===== src/rtl/draw_sprite.sv =====
// Sprite plotter: scans a SIZE x SIZE bitmap one pixel per clock, rotated by
// direction, emitting x/y/col/plot for a framebuffer write port.
module draw_sprite #(
  parameter int SIZE   = 9,
  parameter int X_W    = 8,
  parameter int Y_W    = 7,
  parameter int COL_W  = 3,
  parameter int BG_COL = 0
) (
  input  logic                   clk,
  input  logic                   resetn,
  input  logic                   start,
  input  logic [X_W-1:0]         xpos,
  input  logic [Y_W-1:0]         ypos,
  input  logic [1:0]             direction,
  input  logic                   erase,
  input  logic [COL_W-1:0]       colour,
  input  logic [SIZE*SIZE-1:0]   mask,
  output logic [X_W-1:0]         x,
  output logic [Y_W-1:0]         y,
  output logic [COL_W-1:0]       col,
  output logic                   plot,
  output logic                   busy,
  output logic                   done
);

  localparam int CW = $clog2(SIZE);
  localparam int IW = $clog2(SIZE * SIZE);
  localparam logic [CW-1:0] LAST = CW'(SIZE - 1);

  localparam logic [1:0] IDLE = 2'd0;
  localparam logic [1:0] DRAW = 2'd1;
  localparam logic [1:0] DONE = 2'd2;

  logic [1:0]           state;
  logic [CW-1:0]        dx, dy;
  logic [X_W-1:0]       xpos_l;
  logic [Y_W-1:0]       ypos_l;
  logic [1:0]           dir_l;
  logic                 erase_l;
  logic [COL_W-1:0]     colour_l;
  logic [SIZE*SIZE-1:0] mask_l;
  logic [IW-1:0]        src_idx;
  logic                 src_bit;

  // Counters stop on the last pixel rather than wrapping, so x/y keep showing
  // the final pixel through DONE and IDLE without extra holding registers.
  always_ff @(posedge clk) begin
    // NOTE: the latched operands are reset too, so x/y/col read 0 after reset.
    if (!resetn) begin
      state    <= IDLE;
      dx       <= '0;
      dy       <= '0;
      xpos_l   <= '0;
      ypos_l   <= '0;
      dir_l    <= '0;
      erase_l  <= 1'b0;
      colour_l <= '0;
      mask_l   <= '0;
    end else begin
      case (state)
        IDLE: begin
          if (start) begin
            state    <= DRAW;
            dx       <= '0;
            dy       <= '0;
            xpos_l   <= xpos;
            ypos_l   <= ypos;
            dir_l    <= direction;
            erase_l  <= erase;
            colour_l <= colour;
            mask_l   <= mask;
          end
        end
        DRAW: begin
          if (dy == LAST) begin
            if (dx == LAST) begin
              state <= DONE;
            end else begin
              dx <= dx + 1'b1;
              dy <= '0;
            end
          end else begin
            dy <= dy + 1'b1;
          end
        end
        DONE:    state <= IDLE;
        default: state <= IDLE;
      endcase
    end
  end

  // Rotation is just a different bitmap index for the same scan order.
  // NOTE: src_idx gets a default first so no latch is inferred.
  always_comb begin
    src_idx = '0;
    case (dir_l)
      2'd0: src_idx = IW'(int'(dy) * SIZE + int'(dx));
      2'd1: src_idx = IW'((SIZE - 1 - int'(dy)) * SIZE + int'(dx));
      2'd2: src_idx = IW'(int'(dx) * SIZE + int'(dy));
      2'd3: src_idx = IW'((SIZE - 1 - int'(dx)) * SIZE + int'(dy));
    endcase
  end

  assign src_bit = mask_l[src_idx];

  assign busy = (state == DRAW);
  assign done = (state == DONE);
  assign plot = busy & (erase_l | src_bit);
  assign x    = xpos_l + X_W'(dx);
  assign y    = ypos_l + Y_W'(dy);
  assign col  = erase_l ? COL_W'(BG_COL) : colour_l;

endmodule


===== config.mk =====
export PLATFORM = sky130hd
export DESIGN_NAME = draw_sprite
export DESIGN_NICKNAME = d
export VERILOG_FILES = /design/src/rtl/draw_sprite.sv
export SDC_FILE = /design/constraint.sdc
export NUM_CORES = 1
export LEC_CHECK = 0
export BUFFER_PORTS_ARGS = -buffer_cell sky130_fd_sc_hd__buf_2
export CAP_MARGIN = 20
export CORE_ASPECT_RATIO = 0.75
export CORE_MARGIN = 8
export CORE_UTILIZATION = 63
export CTS_BUF_LIST = sky130_fd_sc_hd__clkbuf_8
export DETAILED_ROUTE_END_ITERATION = 12
export PLACE_DENSITY = 0.89
export REMOVE_ABC_BUFFERS = 1
export SLEW_MARGIN = 20
export SYNTH_ARGS = -nofsm -noshare
export SYNTH_HDL_FRONTEND = slang
export SYNTH_SLANG_ARGS = --single-unit
export TNS_END_PERCENT = 1

===== constraint.sdc =====
create_clock -name clk -period 11.5 [get_ports clk]
set_input_delay 2.3 -clock clk [delete_from_list [all_inputs] [get_ports clk]]
set_output_delay 2.3 -clock clk [all_outputs]
set_load 0.005 [all_outputs]

==> impl_metrics.json, run 1 <==
{
  "result_of_the_run": "completed",
  "drtIter0Drc": 490,
  "initial_utilization": 0.6399,
  "final_hold_violating_endpoints": 0,
  "globalRoute.totalOverflow": 0,
  "worst_slew_margin_relative_to_its_limit": 0.3349,
  "buffer_count_from_post_cts_setup_fixing": 0,
  "number_of_enable_flip_flop_cells_after_synthesis": 0,
  "path_common_cell": "ha_1",
  "cts.path.max_buffers": 2,
  "layout.cells.most_common": "nand2_1",
  "maxCapViolCount": 0,
  "critPathLaunchType": "register",
  "post_synth_inst_count": 789,
  "fp.dieH_microns": 106.8,
  "max_freq_mhz": 134.2,
  "setup_tns_ps": 0,
  "cts.sinks": 112,
  "share_of_final_layout_standard_cells_stronger_than_drive_strength_1": 0.1939,
  "critical_path.cell_chain": "inv_1 -> ha_1 -> xnor2_1 -> ha_1 -> ha_1 -> ha_1 -> mux2i_4 -> a21oi_4 -> mux4_1 -> and2_1 -> a2111oi_0 -> a2111oi_1 -> nor3b_1 -> a211oi_1 -> buf_2",
  "placementRows": 33,
  "synthesized_area_per_cell_sq_um": 8.774,
  "hold_buffers": 0,
  "tightest_slew_ps": 997.7,
  "groute.layer.met1.usage": 0.3104,
  "grt.busiest_layer": "met2",
  "drt_pre_antenna_iters": 5,
  "power.static_leakage_nw": 3.447,
  "nets": 1052,
  "timing.hold.worst.class": "reg2reg",
  "setup-violations-final": 0,
  "cts.clk_slew.worst_paths_ps": 110,
  "vias_per_cell": 5.639,
  "wl_per_cell_microns": 15.71,
  "numCtsBuffers": 9,
  "boundaryPins": 126,
  "ys.warnings.count": 0,
  "final_cell_mix": "216 x nand2_1, 125 x buf_2, 112 x dfxtp_1",
  "track_usage": 0.2259,
  "crit_path_required_time_ps": 9200,
  "rsz0062_at_grt": "no",
  "synth_ff_type": "dfxtp_1",
  "worst_case_clock_skew_ps": 11.48,
  "worst_ir_drop_vdd_mv": 0.07581,
  "worst_ep_arrival_time_ps": 5150,
  "grt_antenna_before_repair": 0,
  "first_global_vias": 5663,
  "timing.final.crit_share": 0.6478,
  "grt_max_degree": 110,
  "cts_tree": "yes",
  "critical_path.max_fanout": 24,
  "final-max-slew-violation-count": 0,
  "ctsRootBufferMaster": "clkbuf_8",
  "postSynthRegisterBits": 112,
  "numPortBuffers": 125,
  "drc": 0,
  "gr_met2_demand_resource": 0.3559,
  "fin_total_pwr_mw": 0.8300,
  "final_core_util": 0.7184,
  "critPathSlowestCell": "a21oi_4",
  "grt_first_pass_wirelength_microns": 27260,
  "dr_total_vias": 5791,
  "place.detailed.instances": 1011,
  "ys_async_sr_fraction": 0,
  "timing.final.crit_period_ps": 7450,
  "final_cells": 1027,
  "num_antenna_cells": 0,
  "synth_area_sq_um": 6923,
  "routed_antenna_nets": 0,
  "design.die.area_sq_um": 14630,
  "worstSetupEndpointType": "output port",
  "routability_driven_placement_congestion_ratio": 0.9100,
  "htree_levels": 3,
  "global_route.usage.met3": 0.05187,
  "critPathKind": "reg2out",
  "crit_path_max_incr_delay_ps": 740,
  "synth_cell_types": 49,
  "cts_repair_resize_count": 0,
  "pwr_density_cell_nw_per_um2": 106.8,
  "area_growth_syn_to_layout_pct": 12.25,
  "clock_latency_ps": 390,
  "dpl.hpwl_microns": 11830,
  "synth.yosys.seq_area_share": 0.3239,
  "chipWidth_microns": 137.0,
  "core_area_sq_um": 10820,
  "route.final.wire_length_microns": 16130
}
-- kinds of logic after synthesis --
family / after synthesis / synth area share
compound gates: 174 / 0.1806
xor+xnor: 38 / 0.04808
fa+ha+maj: 64 / 0.1233
buf+inv: 78 / 0.04645
flops: 112 / 0.3239
mux: 48 / 0.1121
simple gates: 275 / 0.1657
-- synthesized netlist by cell type, drive strengths merged (8+ instances only) --
cell type | instances | area (sq um)
nand2 | 217 | 814.5
dfxtp | 112 | 2242
a21boi | 104 | 780.8
ha | 57 | 713.2
clkbuf | 34 | 127.6
inv | 32 | 120.1
mux2i | 21 | 235.2
mux4 | 20 | 461.7
xnor2 | 20 | 175.2
a21oi | 19 | 106.4
xor2 | 18 | 157.7
nor2b | 13 | 81.33
o21ai | 13 | 65.06
nor2 | 12 | 45.04
a21o | 11 | 82.58
buf | 11 | 70.06
and2 | 8 | 50.05
-- final timing paths --
check	from	endpoint	slack (ps)	depth (start not counted)
min reg2reg	mask_l[15]	mask_l[15]	470	2
max reg2reg	dx[0]	dy[3]	9230	9
min	mask_l[15]	mask_l[15]	470	2
max	dy[1]	plot	4050	15
-- layout make-up --
type	instances	area, sq um
Timing Repair Buffer	128	660.6
Clock inverter	6	76.32
Inverter	33	123.9
Fill cell	860	3047
Tap cell	140	175.2
Multi-Input combinational cell	599	4369
Sequential cell	112	2242
Clock buffer	9	123.9
-- worst max-delay path: cells and delay by family, from the launching register on --
family | cells | cell delay (ps)
fa+ha+maj | 4 | 1180
xor+xnor | 1 | 250
simple gates | 2 | 370
flops | 1 | 540
mux | 2 | 730
buf+inv | 2 | 310
compound gates | 4 | 1360
-- flip-flops by register name, indices dropped and copies added (netlist names) --
name / cells
dir_l: 2
colour_l: 3
erase_l: 1
dx: 4
ypos_l: 7
xpos_l: 8
mask_l: 81
dy: 4
state: 2
-- per-stage QoR --
step / hold WS (ps) / cell area (sq um) / worst slack [ps]
floorplan: 438.6 / 6725 / 5252
detailed placement: 458.9 / 7551 / 4521
global route: 491.0 / 7771 / 3818
CTS: 475.1 / 7751 / 4061
global placement: 451.9 / 7551 / 4670
finish: 471.8 / 7771 / 4050
-- layer usage --
metal / share of wire / vias up / wire [microns]
met5: 0 / - / 0
met4: 0.011 / 0 / 180
met3: 0.062 / 19 / 994
met2: 0.46 / 165 / 7450
met1: 0.47 / 2721 / 7507
li1: - / 2886 / -
-- power breakdown --
group	leakage, nW	total (mW)	internal [mW]	switching (mW)
sequential	0.919	0.428	0.410	0.0175
clock	0.0958	0.245	0.103	0.142
combinational	2.43	0.157	0.0734	0.0839
Power figures use the tool's default switching activity.
==> run 2: changes to the inputs <==
--- a/config.mk
+++ b/config.mk
@@ -5,14 +5,15 @@
 export SDC_FILE = /design/constraint.sdc
 export NUM_CORES = 1
 export LEC_CHECK = 0
+export ABC_AREA = 1
 export BUFFER_PORTS_ARGS = -buffer_cell sky130_fd_sc_hd__buf_2
 export CAP_MARGIN = 20
 export CORE_ASPECT_RATIO = 0.75
 export CORE_MARGIN = 8
-export CORE_UTILIZATION = 63
+export CORE_UTILIZATION = 53
 export CTS_BUF_LIST = sky130_fd_sc_hd__clkbuf_8
 export DETAILED_ROUTE_END_ITERATION = 12
-export PLACE_DENSITY = 0.89
+export PLACE_DENSITY = 0.8
 export REMOVE_ABC_BUFFERS = 1
 export SLEW_MARGIN = 20
 export SYNTH_ARGS = -nofsm -noshare
==> constraint.sdc (replaced) <==
create_clock -name clk -period 6.6 [get_ports clk]
set_input_delay 1.32 -clock clk [delete_from_list [all_inputs] [get_ports clk]]
set_output_delay 1.32 -clock clk [all_outputs]
set_load 0.005 [all_outputs]
==> run 2 against run 1 <==
  * Setup slack got worse by 2900 ps
  * Utilization fell by 12 points
  * Total power rose by 88%
  * Via count rose by 12%
  * Critical path type unchanged
  * Die area rose by 15%
  * Register-to-register slack got worse by 5100 ps
  * Area after synthesis fell by 1.6%
  * Final area fell by 1.6%
  * Clock skew fell by 1.0 ps
  * Non-clock buffer count rose by 1
==> impl_metrics.json, run 2 <==
{
  "result_of_the_run": "completed",
  "synth-compound-area-share": 0.1234,
  "synth_ff_type": "dfxtp_1",
  "ys.warnings.count": 0,
  "final_critical_path_setup_slack_ps": 1124,
  "critical_path_depth": 21,
  "ctsRootBufferMaster": "clkbuf_8",
  "routability_driven_placement_congestion_ratio": 0.9413,
  "power.static_leakage_nw": 3.739,
  "boundaryPins": 126,
  "place_ws_ps": 1571,
  "path_common_cell": "nor2_1",
  "synth_commonest_cells": "236 x nor2_1, 132 x nand2_1, 112 x dfxtp_1",
  "cts_repair_resize_count": 0,
  "ys_top_cells_by_area": "dfxtp_1 33%, nor2_1 13%, ha_1 10%, o21ai_0 8.2%, nand2_1 7.3%",
  "final_core_util": 0.5997,
  "reg2reg_depth": 7,
  "clock_latency_ps": 390,
  "numPortBuffers": 125,
  "crit_path_start": "dx[1]",
  "num_antenna_cells": 0,
  "drc": 0,
  "worst_ir_drop_vdd_mv": 0.1052,
  "pwr_density_cell_nw_per_um2": 204.1,
  "grt_antenna_before_repair": 0,
  "cts.sinks": 112,
  "dr_total_vias": 6481,
  "dpl.hpwl_microns": 12820,
  "synthesized_area_per_cell_sq_um": 6.952,
  "largest_family_of_logic_cells_by_synthesized_area": "simple AND/OR/NAND/NOR gates",
  "worst_case_clock_skew_ps": 10.44,
  "timing.final.crit_period_ps": 5476,
  "synth_area_sq_um": 6813,
  "critical_path.n_buffers_inverters": 4,
  "worst_hold_path.endpoint": "colour_l[1]",
  "critical_path.max_fanout": 8,
  "rsz0062_at_grt": "no",
  "critPathSlowestCell": "dfxtp_1",
  "timing.final.crit_share": 0.8297,
  "crit_path_required_time_ps": 5280,
  "final_hold_violating_endpoints": 0,
  "grt_max_degree": 118,
  "critical_path.cell_chain": "inv_1 -> nand3_1 -> xor2_1 -> ha_1 -> ha_1 -> ha_1 -> inv_1 -> fa_1 -> o21ai_0 -> o21ai_0 -> nand2_1 -> nand2_2 -> inv_2 -> nor2_1 -> nor2_1 -> nor2_1 -> nand2_1 -> nor2_1 -> nor2_1 -> a21oi_2 -> buf_2",
  "final_cell_mix": "236 x nor2_1, 131 x nand2_1, 125 x buf_2",
  "drt_pre_antenna_iters": 5,
  "largest_area_contributor_in_the_netlist": "dfxtp_1",
  "synth.yosys.seq_area_share": 0.3291,
  "hold_ws_ps": 462.3,
  "timing.hold.worst.class": "reg2reg",
  "setup_tns_ps": 0,
  "crit_path_max_incr_delay_ps": 530,
  "synthMostInstantiatedCell": "nor2_1",
  "max_freq_mhz": 182.6,
  "worst_slew_margin_relative_to_its_limit": 0.3898,
  "numCtsBuffers": 9,
  "layout.cells.most_common": "nor2_1",
  "num-fill-cells": 1240,
  "buffer_count_from_post_cts_setup_fixing": 0,
  "final-max-slew-violation-count": 0,
  "share_of_final_layout_standard_cells_stronger_than_drive_strength_1": 0.1541,
  "ys_async_sr_fraction": 0,
  "chipWidth_microns": 146.9,
  "grt_first_pass_wirelength_microns": 29660,
  "placedInstanceArea_sq_um": 7436,
  "maxCapViolCount": 0,
  "register_ranked_first_by_flip_flop_count": "mask_l",
  "max_ffs_per_register": 81,
  "wl_per_cell_microns": 13.96,
  "synth_top_area_share": 0.3291,
  "route.final.wire_length_microns": 17420,
  "synth_cell_types": 41,
  "setup-violations-final": 0,
  "post_synth_inst_count": 980,
  "hold_buffers": 0,
  "area_growth_syn_to_layout_pct": 12.21,
  "number_of_enable_flip_flop_cells_after_synthesis": 0,
  "stdcell_area_sq_um": 7645,
  "synthAdderAreaFrac": 0.1253,
  "initial_utilization": 0.5345,
  "ff2ff_setup_slack_ps": 4160,
  "worst_path_dominant_cell_family": "adder cells",
  "cts.clk_slew.worst_paths_ps": 120,
  "reg.largest.list": "mask_l: 81 flops, xpos_l: 8 flops, ypos_l: 7 flops",
  "design.die.area_sq_um": 16780,
  "globalRoute.totalOverflow": 0,
  "first_global_vias": 6332,
  "synth-xor-area-share": 0.02314,
  "cts_tree": "yes",
  "worst_r2r_startpoint": "state[1]",
  "worst_ep_arrival_time_ps": 4160,
  "yosys-mux-area-fraction": 0,
  "synth-simple-area-share": 0.3196,
  "nets": 1241,
  "cts.path.max_buffers": 2,
  "crit-reg2reg-capture": "dy[3]",
  "placementRows": 36,
  "drtIter0Drc": 413,
  "critPathKind": "reg2out",
  "critPathLaunchType": "register",
  "core_area_sq_um": 12750,
  "worstSetupEndpointType": "output port",
  "htree_levels": 3,
  "fp.dieH_microns": 114.2,
  "postSynthRegisterBits": 112,
  "routed_antenna_nets": 0,
  "tightest_slew_ps": 915.3,
  "track_usage": 0.2097,
  "whs_path_depth": 2,
  "vias_per_cell": 5.193,
  "hold_path_startpoint": "colour_l[1]"
}
[run 2: changes by cell type in the layout (fill, tap and decap cells not counted), moves of 13 or more]
cell,delta
mux4_2,-17
nor2_1,+224
nand3_1,+80
inv_1,+37
a21oi_1,+13
nand2_1,-85
xnor2_1,-13
mux2i_1,-19
a21boi_0,-93
o21ai_0,+98
nor2b_1,-13
[run 2: cell families (layout without fill, tap and decap cells)]
logic type	count (synthesis)	in the layout
xor+xnor	18	18
buf+inv	124	221
fa+ha+maj	64	64
simple gates	502	502
compound gates	160	160
flops	112	112
[run 2: where the power goes]
group          total [mW]  internal, mW  switching (mW)
Combinational       0.367         0.141           0.226
Clock               0.427         0.153           0.274
Sequential          0.766         0.732          0.0343
[run 2: how the worst max path moves through the flow]
stage	end	slack [ps]
after floorplan	plot	2210
after global placement	plot	1760
after detailed placement	plot	1570
after CTS	plot	1110
after global routing	plot	690
final	plot	1120
[run 2: final cells by class]
type / count / area, sq um / share of cell area
timing repair buffer: 129 / 655.6 / 0.08576
tap: 171 / 214.0 / 0.02799
sequential: 112 / 2242 / 0.2933
inverter: 76 / 287.8 / 0.03764
clock inverter: 7 / 85.08 / 0.01113
multi-input combinational: 744 / 4036 / 0.5280
clock buffer: 9 / 123.9 / 0.01620
[run 2: routing by layer]
layer,track usage,up-vias,share of wire
li1,-,3378,-
met4,0.05759,0,0.011
met5,0,-,0
met1,0.2872,2876,0.49
met3,0.04976,20,0.075
met2,0.3231,207,0.42
[run 2: worst register-to-register path: stages (launching register included)]
cell	delay [ps]
dfxtp_1	440
nor2_1	100
nand2_4	70
buf_4	690
nand3_2	340
nand2_1	280
nand2_1	160
nor3_1	280
[run 2: through the flow]
stage	total power, mW	cells
5_1_grt	1.655	1248
3_5_place_dp	1.147	1232
2_1_floorplan	1.020	932
3_3_place_gp	1.139	1232
6_report	1.561	1248
4_1_cts	1.570	1248
==> run 3: changes to the inputs <==
--- a/config.mk
+++ b/config.mk
@@ -5,7 +5,7 @@
 export SDC_FILE = /design/constraint.sdc
 export NUM_CORES = 1
 export LEC_CHECK = 0
-export ABC_AREA = 1
+export ABC_AREA = 0
 export BUFFER_PORTS_ARGS = -buffer_cell sky130_fd_sc_hd__buf_2
 export CAP_MARGIN = 20
 export CORE_ASPECT_RATIO = 0.75
==> constraint.sdc (replaced) <==
create_clock -name clk -period 4.45 [get_ports clk]
set_input_delay 0.89 -clock clk [delete_from_list [all_inputs] [get_ports clk]]
set_output_delay 0.89 -clock clk [all_outputs]
set_load 0.005 [all_outputs]
==> run 3 against run 2 <==
  * Critical endpoint unchanged
  * Sequential share of layout area fell by 2.9 points
  * Sequential power rose by 44%
  * Die area rose by 1.4%
  * Non-clock buffer count rose by 48
  * Largest power group unchanged
  * The flow now finishes with violations (setup timing)
  * Highest routed layer unchanged
  * Global-route usage barely moved
==> impl_metrics.json, run 3 (synthesized netlist as in run 1, its figures left out) <==
{
  "area_growth_syn_to_layout_pct": 23.33,
  "layout.cells.most_common": "nand2_1",
  "tightest_slew_ps": 991.1,
  "drt_pre_antenna_iters": 5,
  "critPathKind": "reg2out",
  "pwr_density_cell_nw_per_um2": 263.9,
  "vias_per_cell": 5.338,
  "numCtsBuffers": 9,
  "final_critical_path_setup_slack_ps": -590.9,
  "boundaryPins": 126,
  "dpl.hpwl_microns": 12290,
  "cts.sinks": 112,
  "placementRows": 36,
  "first_global_vias": 5957,
  "max_freq_mhz": 198.4,
  "routed_antenna_nets": 0,
  "reg.largest.list": "mask_l: 81 flops, xpos_l: 8 flops, ypos_l: 7 flops",
  "register_ranked_first_by_flip_flop_count": "mask_l",
  "cts.path.max_buffers": 2,
  "crit_path_required_time_ps": 3560,
  "critical_path.max_fanout": 4,
  "final-max-slew-violation-count": 0,
  "worst_case_clock_skew_ps": 11.39,
  "setup_tns_ps": -590.9,
  "nets": 1101,
  "ctsRootBufferMaster": "clkbuf_8",
  "timing.final.crit_period_ps": 5041,
  "chipWidth_microns": 148.0,
  "track_usage": 0.2098,
  "dr_total_vias": 5915,
  "stdcell_area_sq_um": 8538,
  "grt_antenna_before_repair": 0,
  "fin_total_pwr_mw": 2.254,
  "placedInstanceArea_sq_um": 7898,
  "power.share.sequential": 0.489,
  "place.detailed.instances": 1083,
  "violations_in_the_final_reports": "setup timing",
  "worst_ep_arrival_time_ps": 4150,
  "hold_buffers": 0,
  "pwr-share-comb": 0.217,
  "worst_ir_drop_vdd_mv": 0.1672,
  "power.internal_mw": 1.589,
  "final_cells": 1108,
  "timing.final.crit_share": 1.133,
  "clock_latency_ps": 390,
  "drtIter0Drc": 368,
  "wl_per_cell_microns": 15.99,
  "rsz0062_at_grt": "yes",
  "setup-violations-final": 1,
  "cts_tree": "yes",
  "fp.dieH_microns": 115.0,
  "max_ffs_per_register": 81,
  "numPortBuffers": 125,
  "num-fill-cells": 1042,
  "cts.clk_slew.worst_paths_ps": 110,
  "power.static_leakage_nw": 3.743,
  "result_of_the_run": "finished with violations",
  "share_of_final_layout_standard_cells_stronger_than_drive_strength_1": 0.2839,
  "initial_utilization": 0.5374,
  "final_cell_mix": "216 x nand2_1, 125 x buf_2, 108 x dfxtp_1",
  "final_core_util": 0.6628,
  "power.switching_fraction": 0.2948,
  "critPathLaunchType": "register",
  "design.die.area_sq_um": 17010,
  "globalRoute.totalOverflow": 0,
  "core_area_sq_um": 12880,
  "routability_driven_placement_congestion_ratio": 0.8517,
  "htree_levels": 3,
  "drc": 0,
  "timing.hold.worst.class": "reg2reg",
  "grt_first_pass_wirelength_microns": 29100,
  "worstSetupEndpointType": "output port",
  "final_hold_violating_endpoints": 0,
  "num_antenna_cells": 0,
  "maxCapViolCount": 0,
  "worst_slew_margin_relative_to_its_limit": 0.3393,
  "p_clk_frac": 0.294,
  "route.final.wire_length_microns": 17720,
  "grt_max_degree": 104,
  "power.net_switching_mw": 0.6642
}
run 3: cell types whose count changed in the layout (fill, tap and decap cells not counted), moves of 13 or more:
cell	previous run	this run
ha_1	57	44
o21ai_0	111	13
buf_4	4	43
nand3_1	86	6
nor2_1	236	12
mux4_2	0	19
a21boi_0	11	103
inv_1	69	26
nand2_1	131	216
mux2i_1	0	18
a21oi_1	31	17
run 3: worst paths after layout:
path,start,to,slack (ps),cells after the start
worst max-delay path,dx[0],plot,-590,17
worst min-delay path,colour_l[0],colour_l[0],470,2
worst max register to register,dx[1],dy[3],2460,10
worst min register to register,colour_l[0],colour_l[0],470,2
run 3: what timing repair did:
item                                    4_1_cts  5_1_grt
resized for setup                            63        8
buffers inserted                              6        2
pin swaps                                    24       11
endpoints found under the setup margin        1        1
run 3: worst max-delay path, cell delays in order, from the launching register on:
cell,delay [ps]
dfxtp_4,380
nor3_4,220
xor2_1,190
ha_1,290
ha_4,260
ha_4,260
inv_2,30
fa_1,480
inv_1,40
mux4_2,530
clkinv_4,90
buf_6,110
buf_6,90
nand4_1,80
o211ai_1,210
a211oi_1,110
a211oi_1,230
buf_2,170
run 3: power groups by stage:
stage | clock, mW | sequential, mW | combinational (mW)
after floorplan | 0 | 1.11 | 0.266
after global placement | 0 | 1.12 | 0.424
after detailed placement | 0 | 1.12 | 0.431
after CTS | 0.678 | 1.10 | 0.476
after global routing | 0.721 | 1.11 | 0.542
final | 0.663 | 1.10 | 0.489
run 3: cell type report:
type,count,area [sq um],share of cell area
clock buffer,10,137.6,0.01612
inverter,33,131.4,0.01539
tap,171,214.0,0.02506
clock inverter,6,81.33,0.009525
sequential,112,2257,0.2644
multi-input combinational,599,4658,0.5456
timing repair buffer,177,1059,0.1240
run 3: per-stage QoR:
stage	hold slack, ps	setup WS [ps]
after CTS	469.1	-480.1
after global placement	448.4	-269.1
after global routing	490.0	-799.8
after floorplan	438.6	-388.1
final	465.9	-590.9
after detailed placement	453.3	-355.5
run 3: layer usage:
layer	global-route usage	share of wire	vias to the layer above
li1	-	-	2979
met1	0.2818	0.48	2767
met2	0.3372	0.46	147
met3	0.04247	0.046	22
met4	0.05827	0.013	0
met5	0	0	-
